===== config.mk =====
export PLATFORM = sky130hd
export DESIGN_NAME = tensor_accumulate
export DESIGN_NICKNAME = d
export VERILOG_FILES = /design/src/rtl/tensor_accumulate.sv
export SDC_FILE = /design/constraint.sdc
export NUM_CORES = 1
export LEC_CHECK = 0
export BUFFER_PORTS_ARGS = -buffer_cell sky130_fd_sc_hd__buf_2
export CORE_MARGIN = 2
export CORE_UTILIZATION = 54
export DETAILED_ROUTE_END_ITERATION = 10
export PLACE_DENSITY = 0.86
export SETUP_SLACK_MARGIN = 0.1
export SYNTH_ARGS = -nofsm -noshare
export SYNTH_HDL_FRONTEND = slang
export SYNTH_SLANG_ARGS = --single-unit

===== constraint.sdc =====
create_clock -name clk -period 2.71 [get_ports clk]
set_input_delay 0.4065 -clock clk [delete_from_list [all_inputs] [get_ports clk]]
set_output_delay 0.4065 -clock clk [all_outputs]
set_load 0.1 [all_outputs]

===== src/rtl/tensor_accumulate.sv =====
// Vector dot-product back end for the 2x2-bit tensor multiplier: per-lane
// saturating accumulation over len+1 beats, result held under valid/ready.

module tensor_acc_lane #(
  parameter int ACC_W = 8
) (
  input  logic             clk,
  input  logic             rst_n,
  input  logic             clr,
  input  logic             add,
  input  logic [3:0]       prod,
  output logic [ACC_W-1:0] acc,
  output logic             clamp
);
  logic [ACC_W-1:0] acc_d, acc_q;
  logic [ACC_W:0]   sum;

  // One extra bit catches the carry that would otherwise wrap the lane.
  assign sum   = {1'b0, acc_q} + {{(ACC_W-3){1'b0}}, prod};
  assign clamp = sum[ACC_W];
  assign acc   = acc_q;

  always_comb begin
    acc_d = acc_q;
    if (clr)      acc_d = '0;
    else if (add) acc_d = clamp ? '1 : sum[ACC_W-1:0];
  end

  always_ff @(posedge clk or negedge rst_n)
    if (!rst_n) acc_q <= '0;
    else        acc_q <= acc_d;
endmodule

module tensor_accumulate #(
  parameter int ACC_W = 8,
  parameter int LEN_W = 4
) (
  input  logic             clk,
  input  logic             rst_n,
  input  logic             start,
  input  logic [LEN_W-1:0] len,
  input  logic             abort,
  input  logic             in_valid,
  output logic             in_ready,
  input  logic [3:0]       prod_high,
  input  logic [3:0]       prod_low,
  output logic             out_valid,
  input  logic             out_ready,
  output logic [ACC_W-1:0] acc_high,
  output logic [ACC_W-1:0] acc_low,
  output logic [ACC_W:0]   dot,
  output logic             sat,
  output logic             busy
);
  localparam int NUM_LANES = 2;

  typedef enum logic [1:0] {IDLE, ACCUM, DONE} state_t;

  state_t                              state_d, state_q;
  logic [LEN_W-1:0]                    len_d, len_q;
  logic [LEN_W:0]                      cnt_d, cnt_q;
  logic                                sat_d, sat_q;
  logic                                clr, accept;
  logic [NUM_LANES-1:0][3:0]           prod;
  logic [NUM_LANES-1:0][ACC_W-1:0]     acc;
  logic [NUM_LANES-1:0]                clamp;

  assign prod   = {prod_high, prod_low};
  assign clr    = (state_q == IDLE) && start && !abort;
  assign accept = (state_q == ACCUM) && in_valid && !abort;

  for (genvar i = 0; i < NUM_LANES; i++) begin : g_lane
    tensor_acc_lane #(.ACC_W(ACC_W)) u_lane (
      .clk   (clk),
      .rst_n (rst_n),
      .clr   (clr),
      .add   (accept),
      .prod  (prod[i]),
      .acc   (acc[i]),
      .clamp (clamp[i])
    );
  end

  always_comb begin
    state_d = state_q;
    len_d   = len_q;
    cnt_d   = cnt_q;
    sat_d   = sat_q;
    if (abort) state_d = IDLE;
    else begin
      case (state_q)
        IDLE: if (start) begin
          len_d   = len;
          cnt_d   = '0;
          sat_d   = 1'b0;
          state_d = ACCUM;
        end
        ACCUM: if (in_valid) begin
          // Counter is one bit wider than len so the all-ones length compares cleanly.
          cnt_d = cnt_q + 1'b1;
          sat_d = sat_q | (|clamp);
          if (cnt_q == {1'b0, len_q}) state_d = DONE;
        end
        DONE: if (out_ready) state_d = IDLE;
        default: state_d = IDLE;
      endcase
    end
  end

  always_ff @(posedge clk or negedge rst_n)
    if (!rst_n) begin
      state_q <= IDLE;
      len_q   <= '0;
      cnt_q   <= '0;
      sat_q   <= 1'b0;
    end else begin
      state_q <= state_d;
      len_q   <= len_d;
      cnt_q   <= cnt_d;
      sat_q   <= sat_d;
    end

  assign in_ready  = (state_q == ACCUM);
  assign out_valid = (state_q == DONE);
  assign busy      = (state_q != IDLE);
  assign acc_high  = acc[1];
  assign acc_low   = acc[0];
  assign dot       = {1'b0, acc[1]} + {1'b0, acc[0]};
  assign sat       = sat_q;
endmodule


### Word level (Yosys, flattened, before mapping)

Cells that the tools add are included.

* input bits: 18
* RAM bits: 0
* ROM bits: 0
* memories: 0
* output and inout port bits: 29
* logic and storage cells: 52
* latch bits: 0
* register bits after elaboration: 28

* eq/ne operators: 9
* shift-type cells: 0
* bitwise logic cells: 2
* add/subtract/negate cells: 4
* magnitude comparators: 0
* divide/modulo/power cells: 0
* reduce and logical (&&, ||, !) cells: 13
* mux-type cells: 18
* multiply operators: 0

Operators by type and width (number)
* 2-to-1 mux 8 bit: 6
* adder 8 x 4 -> 9 bit: 2
* 2-to-1 mux 2 bit: 5
* 2-to-1 mux 5 bit: 2
* case mux 5 bit (2 select lines): 1
* adder 8 x 8 -> 9 bit: 1
* AND reduction 4 bit: 2
* inequality test 3 x 2 -> 1 bit, second input constant: 2
* inequality test 3 bit, second input constant: 2
* case mux 2 bit (3 select lines): 1
* nonzero test 2 bit: 3
* adder 5 x 1 -> 5 bit, second input constant: 1
* == test 5 x 4 -> 1 bit: 1
* logical AND 1 bit: 4
* inequality test 2 bit, second input constant: 2
* AND reduction 3 bit: 1
* == test 2 x 1 -> 1 bit, second input constant: 1
* == test 2 bit, second input constant: 1
* logical NOT 2 bit: 1
* 2-to-1 mux 1 bit: 2
* case mux 1 bit (2 select lines): 1
* OR reduction 2 bit: 1
* logical NOT 1 bit: 1
* NOT 1 bit: 1
* bitwise OR 1 bit: 1

### Longest topological paths before layout

* depth after elaboration: 5
* gate-level depth with buffers: 6
* mapped depth without buffers: 6

### Hierarchy

A second synthesis with hierarchy kept.

* cells, all modules: 204
* area, all modules: 2005.7 sq um

Modules (own cells, without submodules)
* tensor_accumulate: instances 1, sequential area each 300.3 sq um, cells each 99, area an instance 947.2 sq um
* tensor_acc_lane (g_lane[0].u_lane): instances 1, sequential area each 200.2 sq um, cells each 54, area an instance 540.5 sq um
* tensor_acc_lane (g_lane[1].u_lane): instances 1, sequential area each 200.2 sq um, cells each 51, area an instance 518.0 sq um

### Least setup slack after synthesis

No wires, ideal clock.

* kind: reg2out
* start point: register g_lane[1].u_lane.acc_q[0]
* end point: output dot[6]
* path slack: -1.208 ns
* buffers on the path: 0
* data arrival time: 3.511 ns
* stages on the path, launching flop included: 7
* required time: 2.304 ns
* cell sequence: dfrtp_1 -> ha_1 -> fa_1 -> a21o_1 -> a21oi_1 -> o211ai_1 -> xor2_1

* cells in the longest elaborated chain, start to end: 1

RTL lines
* start: declaration: line 15 `logic [ACC_W-1:0] acc_d, acc_q;`
* start signal: assignment: line 30 `if (!rst_n) acc_q <= '0;`
* start signal: assignment: line 31 `else acc_q <= acc_d;`
* adder 8 x 8 -> 9 bit: line 128 `assign dot = {1'b0, acc[1]} + {1'b0, acc[0]};`
* end: declaration: line 51 `output logic [ACC_W:0] dot,`

Every way passes these cells.

### Final worst setup path

Same ends and word-level chain as after synthesis.

==> summary.md <==
| Metric | Value |
|---|---|
| TritonCTS sink count | `28` |
| Worst setup EP type | `output port` |
| Final antenna-violating net count | `0` |
| Most used routing layer | `met2` |
| Wire per inst | `16.0 microns` |
| First-pass GRT wire length | `8360 microns` |
| Initial detailed-routing violation count | `87` |
| Max stage delay cell, worst path | `dfrtp_4` |
| Delay-heaviest family, CP | `adder cells` |
| Synth async-reset ratio | `100%` |
| Initial Util | `55.1%` |
| Cells taking the most area after synthesis | `dfrtp_1, ha_1, nand2_1` |
| Die Span Y | `64.7 microns` |
| GR Util met1 | `32.5%` |
| Fmax | `0.363 GHz` |
| Die Width | `64.7 microns` |
| Clk buf depth | `2` |
| Crit-path max cell delay | `0.51 ns` |
| Clock skew | `0.00440 ns` |
| Worst hold path class | `input pin to asynchronous set/reset pin` |
| Pre-antenna DRT Iters | `4` |
| Final Hold Viols | `0` |
| Max H-tree Level | `1` |
| Largest net degree at the start of global routing | `29` |
| Outcome | `complete, but fails checks` |
| Worst r2r dst | `g_lane[1].u_lane.acc[5]$_DFFE_PN0P_` |
| Max_slew headroom | `50.6%` |
| RePlAce Congestion | `0.822` |
| Main combinational cell family by area after synthesis | `compound AO/OA/AOI/OAI gates` |
| Max-cap violations | `0` |
| M3 GR Usage | `2.60%` |
| Share of the synthesized area in the top cell type | `35.3%` |
| Reg2reg start | `g_lane[1].u_lane.acc[0]$_DFFE_PN0P_` |
| Layout cells sized above 1 | `36.7%` |
| Failing checks | `negative setup slack` |
| XOR/XNOR share of the synthesized area | `7.05%` |
| Power per cell area | `953 nW/um^2` |
| Slew @ Worst Pin | `0.737 ns` |
| Synth Instances | `212` |
| Crit path DAT | `2.35 ns` |
| Cell row count | `22` |
| Crit start category | `flop` |
| Synth Area in Simple Gates | `17.4%` |
| Peak VDD IR | `791 uV` |
| Grt ovf | `0` |
| Period utilization | `102%` |
| Main flop type after synthesis | `dfrtp_1` |
| Cell variety after synth | `49` |
| Dpl hpwl | `3550 microns` |
| Dominant cell type by area after synthesis | `dfrtp_1` |
| Final Non-Filler Cells | `312` |
| Lkg Pwr | `1.29 nW` |
| Crit Path Class | `flop to output port` |
| DR vias | `1820` |
| Input/output buffers | `46` |
| Hold slack | `0.138 ns` |
| DRC Markers | `0` |
| Met2 Use GR | `46.9%` |
| Critical Path End | `dot[6]` |
| Post-CTS Hold Buffers | `0` |
| Top-count cell post-synth | `nand2_1` |
| Mux contribution to synthesized area | `1.51%` |
| Setup slack after layout | `-0.0473 ns` |
| Sequential area share after synthesis | `35.3%` |
| Worst path bufs/invs | `2` |
| R2R Setup Slk | `0.33 ns` |
| CP max FO | `2` |
| Die area | `4180 sq um` |
| Total routed wirelength | `4990 microns` |
| Synth warn | `0` |
| Clock Pin Slew Worst Setup and Hold Paths | `0.10 ns` |
| CTS tree | `done` |
| Synth top cells by count | `nand2_1, dfrtp_1, a21oi_1` |
| Top Ports | `47` |
| GRT Total Usage | `26.0%` |
| Layout area overhead | `33.8%` |
| Mapped Nets | `250` |
| Post-synth EDFFs | `0` |
| Setup TNS | `-0.0626 ns` |
| Critical path, cell by cell | `ha_4, fa_2, a21o_1, a21oi_2, buf_4, o211ai_1, xor2_4, buf_12` |
| Worst reg2reg path depth | `8` |
| Nets | `303` |
| Avg Inst Size Synth | `9.37 sq um` |
| Crit. Startpoint | `g_lane[1].u_lane.acc[0]$_DFFE_PN0P_` |
| Adder-Cell Fraction of Synth Area | `13.7%` |
| Synthesized area | `1990 sq um` |
| Cell total after placement | `301` |
| Tot Pwr | `2.53 mW` |
| Stages on worst setup path | `8` |
| Number of global-route vias before repair | `1803` |
| WP data required | `2.30 ns` |
| Ant. Diodes | `0` |
| Synthesized flop and latch total | `28` |
| Antenna violations before repair | `0` |
| Vias per cell | `5.83` |
| Synth Area in Compound Gates | `21.1%` |
| Pins over their slew limit | `0` |
| Core region area | `3610 sq um` |
| RSZ-0062 raised after global routing | `true` |
| # setup viols final | `2` |
| Worst skew pair latency | `0.28 ns` |
| Root Driver | `clkbuf_8` |
| Total CTS buffers | `3` |
| Tmin final | `2.76 ns` |
## power breakdown
part | total (mW) | internal, mW | switching (mW)
logic | 1.55 | 0.424 | 1.13
clock network | 0.341 | 0.198 | 0.143
registers | 0.639 | 0.520 | 0.119
total | 2.53 | 1.14 | 1.39
## worst min-delay path by stage
stage | from | endpoint
3_5_place_dp | rst_n | sat$_DFFE_PN0P_
2_1_floorplan | rst_n | cnt_q[0]$_DFFE_PN0P_
4_1_cts | rst_n | len_q[1]$_DFFE_PN0P_
5_1_grt | rst_n | cnt_q[1]$_DFFE_PN0P_
3_3_place_gp | rst_n | g_lane[1].u_lane.acc[2]$_DFFE_PN0P_
6_report | rst_n | g_lane[1].u_lane.acc[2]$_DFFE_PN0P_
## metal layers
layer  vias up  wire (microns)
met5         -               0
met4         0              52
met3         5             212
met2        57            2640
met1       883            2090
li1        875               -
## per-stage QoR
stage               util [%]  setup WS (ns)  cell area, sq um
floorplan                  -        -0.0933              2180
global placement        69.0          0.210              2490
detailed placement      69.0          0.177              2490
CTS                     72.9        -0.0439              2630
global route            73.7         -0.123              2660
finish                  73.7        -0.0473              2660
## repair_timing
action / 4_1_cts / 5_1_grt
endpoints found under the setup margin: 3 / 5
pin swaps: 4 / 2
buffers inserted: 4 / 3
gates resized for setup: 6 / 3
## cell families after synthesis
family | Yosys count
simple gates | 70
compound gates | 62
flops | 28
fa+ha+maj | 20
xor+xnor | 16
buf+inv | 13
mux | 3
## sequential cells by signal, summed over array words and instances, names as in the netlist
signal             cells
state_q                2
cnt_q                  5
sat                    1
g_lane.u_lane.acc     16
len_q                  4
## final cells by class
cell class                 count  area, sq um
tap                           48         60.1
multi-input combinational    171         1390
inverter                       7         26.3
clock inverter                 1         30.0
clock buffer                   3         41.3
timing repair buffer          54          365
sequential                    28          743
fill                         274          948
## placed cells by master, fill, tap and decap left out, types with 2 or more instances in the layout
cell,instances
buf_2,41
nand2_1,29
a21oi_1,17
dfrtp_1,14
ha_1,13
dfrtp_4,10
xor2_1,9
nand3_1,8
nor2_1,8
buf_4,8
a21o_1,7
inv_1,7
o21ai_0,7
nor3_1,6
buf_12,5
a211oi_1,4
a31oi_1,4
ha_4,4
dfrtp_2,4
xnor2_4,3
o21bai_1,3
mux2i_1,3
nand4_1,3
clkbuf_8,3
o211ai_1,2
xor2_2,2
and2b_1,2
and3_1,2
o21ai_2,2
a31o_2,2
nand2b_1,2
fa_1,2
No activity file was read; power rests on OpenSTA's default activity.
